### src/rtl/bin2bcd_pkg.sv
// Shared types and helpers for the sequential binary-to-BCD converter.
// Holds the FSM state encoding and a digit-count sizing function.
package bin2bcd_pkg;

   typedef enum logic [1:0] {
      IDLE  = 2'd0,
      SHIFT = 2'd1,
      DONE  = 2'd2
   } state_e;

   // Decimal digits needed to hold 2^bin_w-1 without overflow.
   function automatic int min_digits(input int bin_w);
      longint unsigned lim;
      longint unsigned p;
      int d;
      lim = (64'd1 << bin_w) - 64'd1;
      p = 64'd10;
      d = 1;
      for (int i = 0; i < 20; i++) begin
         if (p <= lim) begin
            d = d + 1;
            p = p * 64'd10;
         end
      end
      return d;
   endfunction

endpackage

### src/rtl/bin2bcd_seq_adj.sv
// Double-dabble digit correction: add 3 to a BCD digit of 5 or more
// so the following left shift carries correctly into the next digit.
module bcd_digit_adj (
   input  logic [3:0] d_i,
   output logic [3:0] d_o
);

   assign d_o = (d_i >= 4'd5) ? d_i + 4'd3 : d_i;

endmodule

### src/rtl/bin2bcd_seq.sv
// Sequential shift-and-add-3 binary to BCD converter, one bit per cycle.
// Overflow is sticky when a bit falls off the top digit.
module bin2bcd_seq
   import bin2bcd_pkg::*;
#(
   parameter int BIN_W  = 16,
   parameter int DIGITS = 5
) (
   input  logic                  clk,
   input  logic                  rst_n,
   input  logic                  start,
   input  logic [BIN_W-1:0]      bin,
   output logic                  busy,
   output logic                  valid,
   output logic [4*DIGITS-1:0]   bcd,
   output logic                  ovf
);

   localparam int CW = $clog2(BIN_W + 1);
   localparam int DW = 4 * DIGITS;

   state_e           state_q, state_d;
   logic [BIN_W-1:0] sr_q, sr_d;
   logic [DW-1:0]    dig_q, dig_d;
   logic [CW-1:0]    cnt_q, cnt_d;
   logic             flag_q, flag_d;
   logic [DW-1:0]    bcd_q, bcd_d;
   logic             ovf_q, ovf_d;
   logic             valid_q, valid_d;
   logic [DW-1:0]    adj;

   for (genvar g = 0; g < DIGITS; g++) begin : g_adj
      bcd_digit_adj u_adj (
         .d_i(dig_q[4*g +: 4]),
         .d_o(adj[4*g +: 4])
      );
   end

   always_comb begin
      state_d = state_q;
      sr_d    = sr_q;
      dig_d   = dig_q;
      cnt_d   = cnt_q;
      flag_d  = flag_q;
      bcd_d   = bcd_q;
      ovf_d   = ovf_q;
      valid_d = 1'b0;
      unique case (state_q)
         IDLE: begin
            if (start) begin
               sr_d    = bin;
               dig_d   = '0;
               flag_d  = 1'b0;
               cnt_d   = CW'(BIN_W);
               state_d = SHIFT;
            end
         end
         SHIFT: begin
            {dig_d, sr_d} = {adj[DW-2:0], sr_q, 1'b0};
            flag_d = flag_q | adj[DW-1];
            cnt_d  = cnt_q - CW'(1);
            if (cnt_q == CW'(1)) begin
               state_d = DONE;
            end
         end
         DONE: begin
            bcd_d   = dig_q;
            ovf_d   = flag_q;
            valid_d = 1'b1;
            state_d = IDLE;
         end
         default: begin
            state_d = IDLE;
         end
      endcase
   end

   always_ff @(posedge clk) begin
      if (!rst_n) begin
         state_q <= IDLE;
         sr_q    <= '0;
         dig_q   <= '0;
         cnt_q   <= '0;
         flag_q  <= 1'b0;
         bcd_q   <= '0;
         ovf_q   <= 1'b0;
         valid_q <= 1'b0;
      end else begin
         state_q <= state_d;
         sr_q    <= sr_d;
         dig_q   <= dig_d;
         cnt_q   <= cnt_d;
         flag_q  <= flag_d;
         bcd_q   <= bcd_d;
         ovf_q   <= ovf_d;
         valid_q <= valid_d;
      end
   end

   assign busy  = (state_q != IDLE);
   assign valid = valid_q;
   assign bcd   = bcd_q;
   assign ovf   = ovf_q;

endmodule

### config.mk
export PLATFORM = sky130hd
export DESIGN_NAME = bin2bcd_seq
export DESIGN_NICKNAME = d
export VERILOG_FILES = /design/src/rtl/bin2bcd_pkg.sv /design/src/rtl/bin2bcd_seq_adj.sv /design/src/rtl/bin2bcd_seq.sv
export SDC_FILE = /design/constraint.sdc
export NUM_CORES = 1
export LEC_CHECK = 0
export BUFFER_PORTS_ARGS = -buffer_cell sky130_fd_sc_hd__buf_2
export CORE_ASPECT_RATIO = 0.5
export CORE_MARGIN = 1
export CORE_UTILIZATION = 64
export CTS_BUF_LIST = sky130_fd_sc_hd__clkbuf_2
export CTS_CLUSTER_SIZE = 10
export DETAILED_ROUTE_END_ITERATION = 6
export PLACE_DENSITY = 0.87
export SLEW_MARGIN = 20
export SYNTH_ARGS = -nofsm -noshare
export SYNTH_HDL_FRONTEND = slang
export SYNTH_SLANG_ARGS = --single-unit
### constraint.sdc
create_clock -name clk -period 2.5 [get_ports clk]
set_input_delay 0.5 -clock clk [delete_from_list [all_inputs] [get_ports clk]]
set_output_delay 0.5 -clock clk [all_outputs]
set_load 0.01 [all_outputs]
==> run_results.csv <==
group,metric,value,unit
logic_synthesis,synth_edf_count,0,
clock_tree,cts-resized-gates,0,
sta,whs,0.3165,ns
critical_path,path_class,"flop to primary output",
clock_tree,numCtsBuffers,9,
clock_tree,postCtsSetupRepairBufs,0,
grt,grt_pass1_wl,11360,um
logic_synthesis,syn-mean-instance-area,8.741,um^2
clock_tree,cts.sinks,66,
route,dr.first_iter.drc_count,165,
logic_synthesis,async_flop_share,0,%
grt,track_usage,28.20,%
placement,port_buffers,41,
pwr,ir_drop,307.7,uV
layout,design_area,3446,um^2
hold_path,hp-class,"input pin to flop",
sta,fin_ws,0.2467,ns
floorplanning,placementRows,17,
clock_tree,clockBufferDepth,2,
grt,grt_max_degree,71,
critical_path,cp_data_required_time,2.00,ns
layout,drive_gt1_share,18.37,%
route,vias,2767,
placement,dp_hpwl,4516,um
placement,place_area,3387,um^2
grt,grt_pass1_vias,2598,
floorplanning,die_h,52.07,um
placement,gp_congestion,0.8294,
logic_synthesis,yosysTopAreaCell,"dfxtp_1",
layout,area_growth,7.410,%
logic_synthesis,syn_inst,367,
floorplanning,fp.dieW,102.1,um
clock_tree,h-tree-depth,3,
floorplanning,start_util,69.83,%
clock_tree,root_buffer,"clkbuf_2",
critical_path,cp-start-kind,"flop",
logic_synthesis,ys.flop_type,"dfxtp_1",
pwr,pwr-share-clk,25.3,%
pwr,seqPwrFrac,63.3,%
route,routed_wl,6753,um
pwr,p_per_area,513.5,nW/um^2
floorplanning,core,4594,um^2
sta,setup_tns,0,ns
route,routed_via_density,6.041,
logic_synthesis,yosysTopAreaCellShare,41.19,%
placement,dp.cells,446,
critical_path,cp.arrival,1.75,ns
clock_tree,cts_hold_buf,0,
sta,rsz0062_at_grt,"false",
pwr,cellInternalPower,1.285,mW
pwr,sw_frac_of_total,27.36,%
clock_tree,insertion_delay,0.47,ns
floorplanning,dieArea,5317,um^2
grt,antenna_found_initial,0,
layout,post-route-util,75.00,%
logic_synthesis,syn-cell-area,3208,um^2
sta,tightestPinTransition,0.7802,ns
layout,multi_input_area,1688,um^2
logic_synthesis,synth-seq-cells,66,
route,drc_errors,0,
run_status,status,"finished, final reports clean",
pwr,finalPower,1.769,mW
placement,post-place-ws,0.5133,ns
clock_tree,cts_tree,"built",
sta,finalMaxSlewViolations,0,
job,drv_cap,0,
layout,final_cell_count_no_fill,458,
logic_synthesis,synth_warnings,0,
pwr,power_switching,0.4841,mW
route,routedWlPerCell,14.74,um
route,drtPass1Iterations,4,
logic_synthesis,ys_types,45,
sta,min_period_over_period,90.13,%
layout,final_nets,422,
critical_path,r2r_slack,0.43,ns
layout,n_fill_cell,351,
sta,relSlewSlack,47.83,%
critical_path,end_kind,"primary output",
sta,setup_viol,0,
layout,antenna_cells,0,
sta,period_needed,2.253,ns
sta,finalClockSkew,0.01409,ns
logic_synthesis,ys_seq_area_share,41.19,%
pwr,p_leak,1.256,nW
logic_synthesis,synth_nets,398,
critical_path,cp_max_fo,17,
sta,fmax,443.8,MHz
layout,regArea,1321,um^2
floorplanning,ioPinCount,42,
pwr,power_frac_comb,11.4,%
sta,final-hold-violation-count,0,
clock_tree,path_clk_slew,0.16,ns
grt,overflow,0,
logic_synthesis,synth_area_leaders,"dfxtp_1 41%, a21boi_0 5.6%, nand2_1 5.1%",
route,ant_nets,0,
==> synthesized netlist by cell type, types with 2 or more instances <==
master and instances:
xor2_1 4, inv_1 16, o21ai_0 19, and2_1 3
buf_2 9, o221ai_1 14, o22ai_1 8, or3b_2 9
a21boi_0 24, clkbuf_1 21, nor2b_1 2, nor4b_1 5
a2111o_1 10, a22oi_1 2, o31ai_1 4, dfxtp_1 66
nand2_1 44, or3_1 2, a21boi_1 4, a21oi_1 20
or2_2 5, nand2b_1 9, nand3_1 24, ha_1 12
o211ai_1 11
==> worst max-delay path, cell delays in order, from the launching register on <==
cell and delay (ns):
dfxtp_1 0.65, inv_1 0.37, nand2_1 0.13, buf_2 0.13
==> flip-flops by register name, summed over array words and instances (netlist names) <==
signal   flops
ovf          1
state_q      2
dig_q       20
cnt_q        5
sr_q        16
valid        1
bcd         20
flag_q       1
==> worst paths after layout <==
path	from	end	cells after the start
worst min-delay path	bin[0]	sr_q[0]	3
worst min register to register	ovf	ovf	2
worst max-delay path	state_q[0]	busy	3
worst max register to register	state_q[1]	dig_q[14]	3
==> per-layer routing <==
layer / track usage (%) / part of all wire (%) / vias to the layer above
li1: - / - / 1382
met1: 34.42 / 47 / 1296
met2: 47.20 / 48 / 82
met3: 6.720 / 4.7 / 7
met4: 14.29 / 0.86 / 0
met5: 0 / 0 / -
==> cell usage in the layout (no fill, tap or decap), types with 8 or more instances in the layout <==
cell type   n
nand2b_1    9
o211ai_1   11
o21ai_0    19
or3b_2      9
inv_1      16
dfxtp_1    66
a21oi_1    20
a2111o_1   10
a21boi_0   24
clkbuf_2   10
o22ai_1     8
o221ai_1   14
ha_1       12
nand3_1    24
nand2_1    44
buf_2      41
==> power groups by stage <==
stage,clock network [mW],logic [mW],registers [mW]
final,0.447,0.202,1.12
after global routing,0.487,0.225,1.13
after CTS,0.455,0.201,1.12
after detailed placement,0,0.200,1.14
after global placement,0,0.190,1.14
after floorplan,0,0.161,1.13
==> final cells by class <==
| class | instances | area share [%] |
|---|---|---|
| inverter | 16 | 1.743 |
| clock inverter | 2 | 0.2542 |
| timing repair buffer | 45 | 6.826 |
| sequential | 66 | 38.34 |
| multi-input combinational | 253 | 48.98 |
| tap | 66 | 2.397 |
| clock buffer | 10 | 1.452 |
==> kinds of logic after synthesis <==
logic type,after synthesis,synth area share (%)
compound gates,124,27.54
xor+xnor,4,1.092
fa+ha+maj,12,4.680
buf+inv,48,6.201
flops,66,41.19
mux,1,0.3120
simple gates,112,18.99
(Power assumes the default switching activity.)
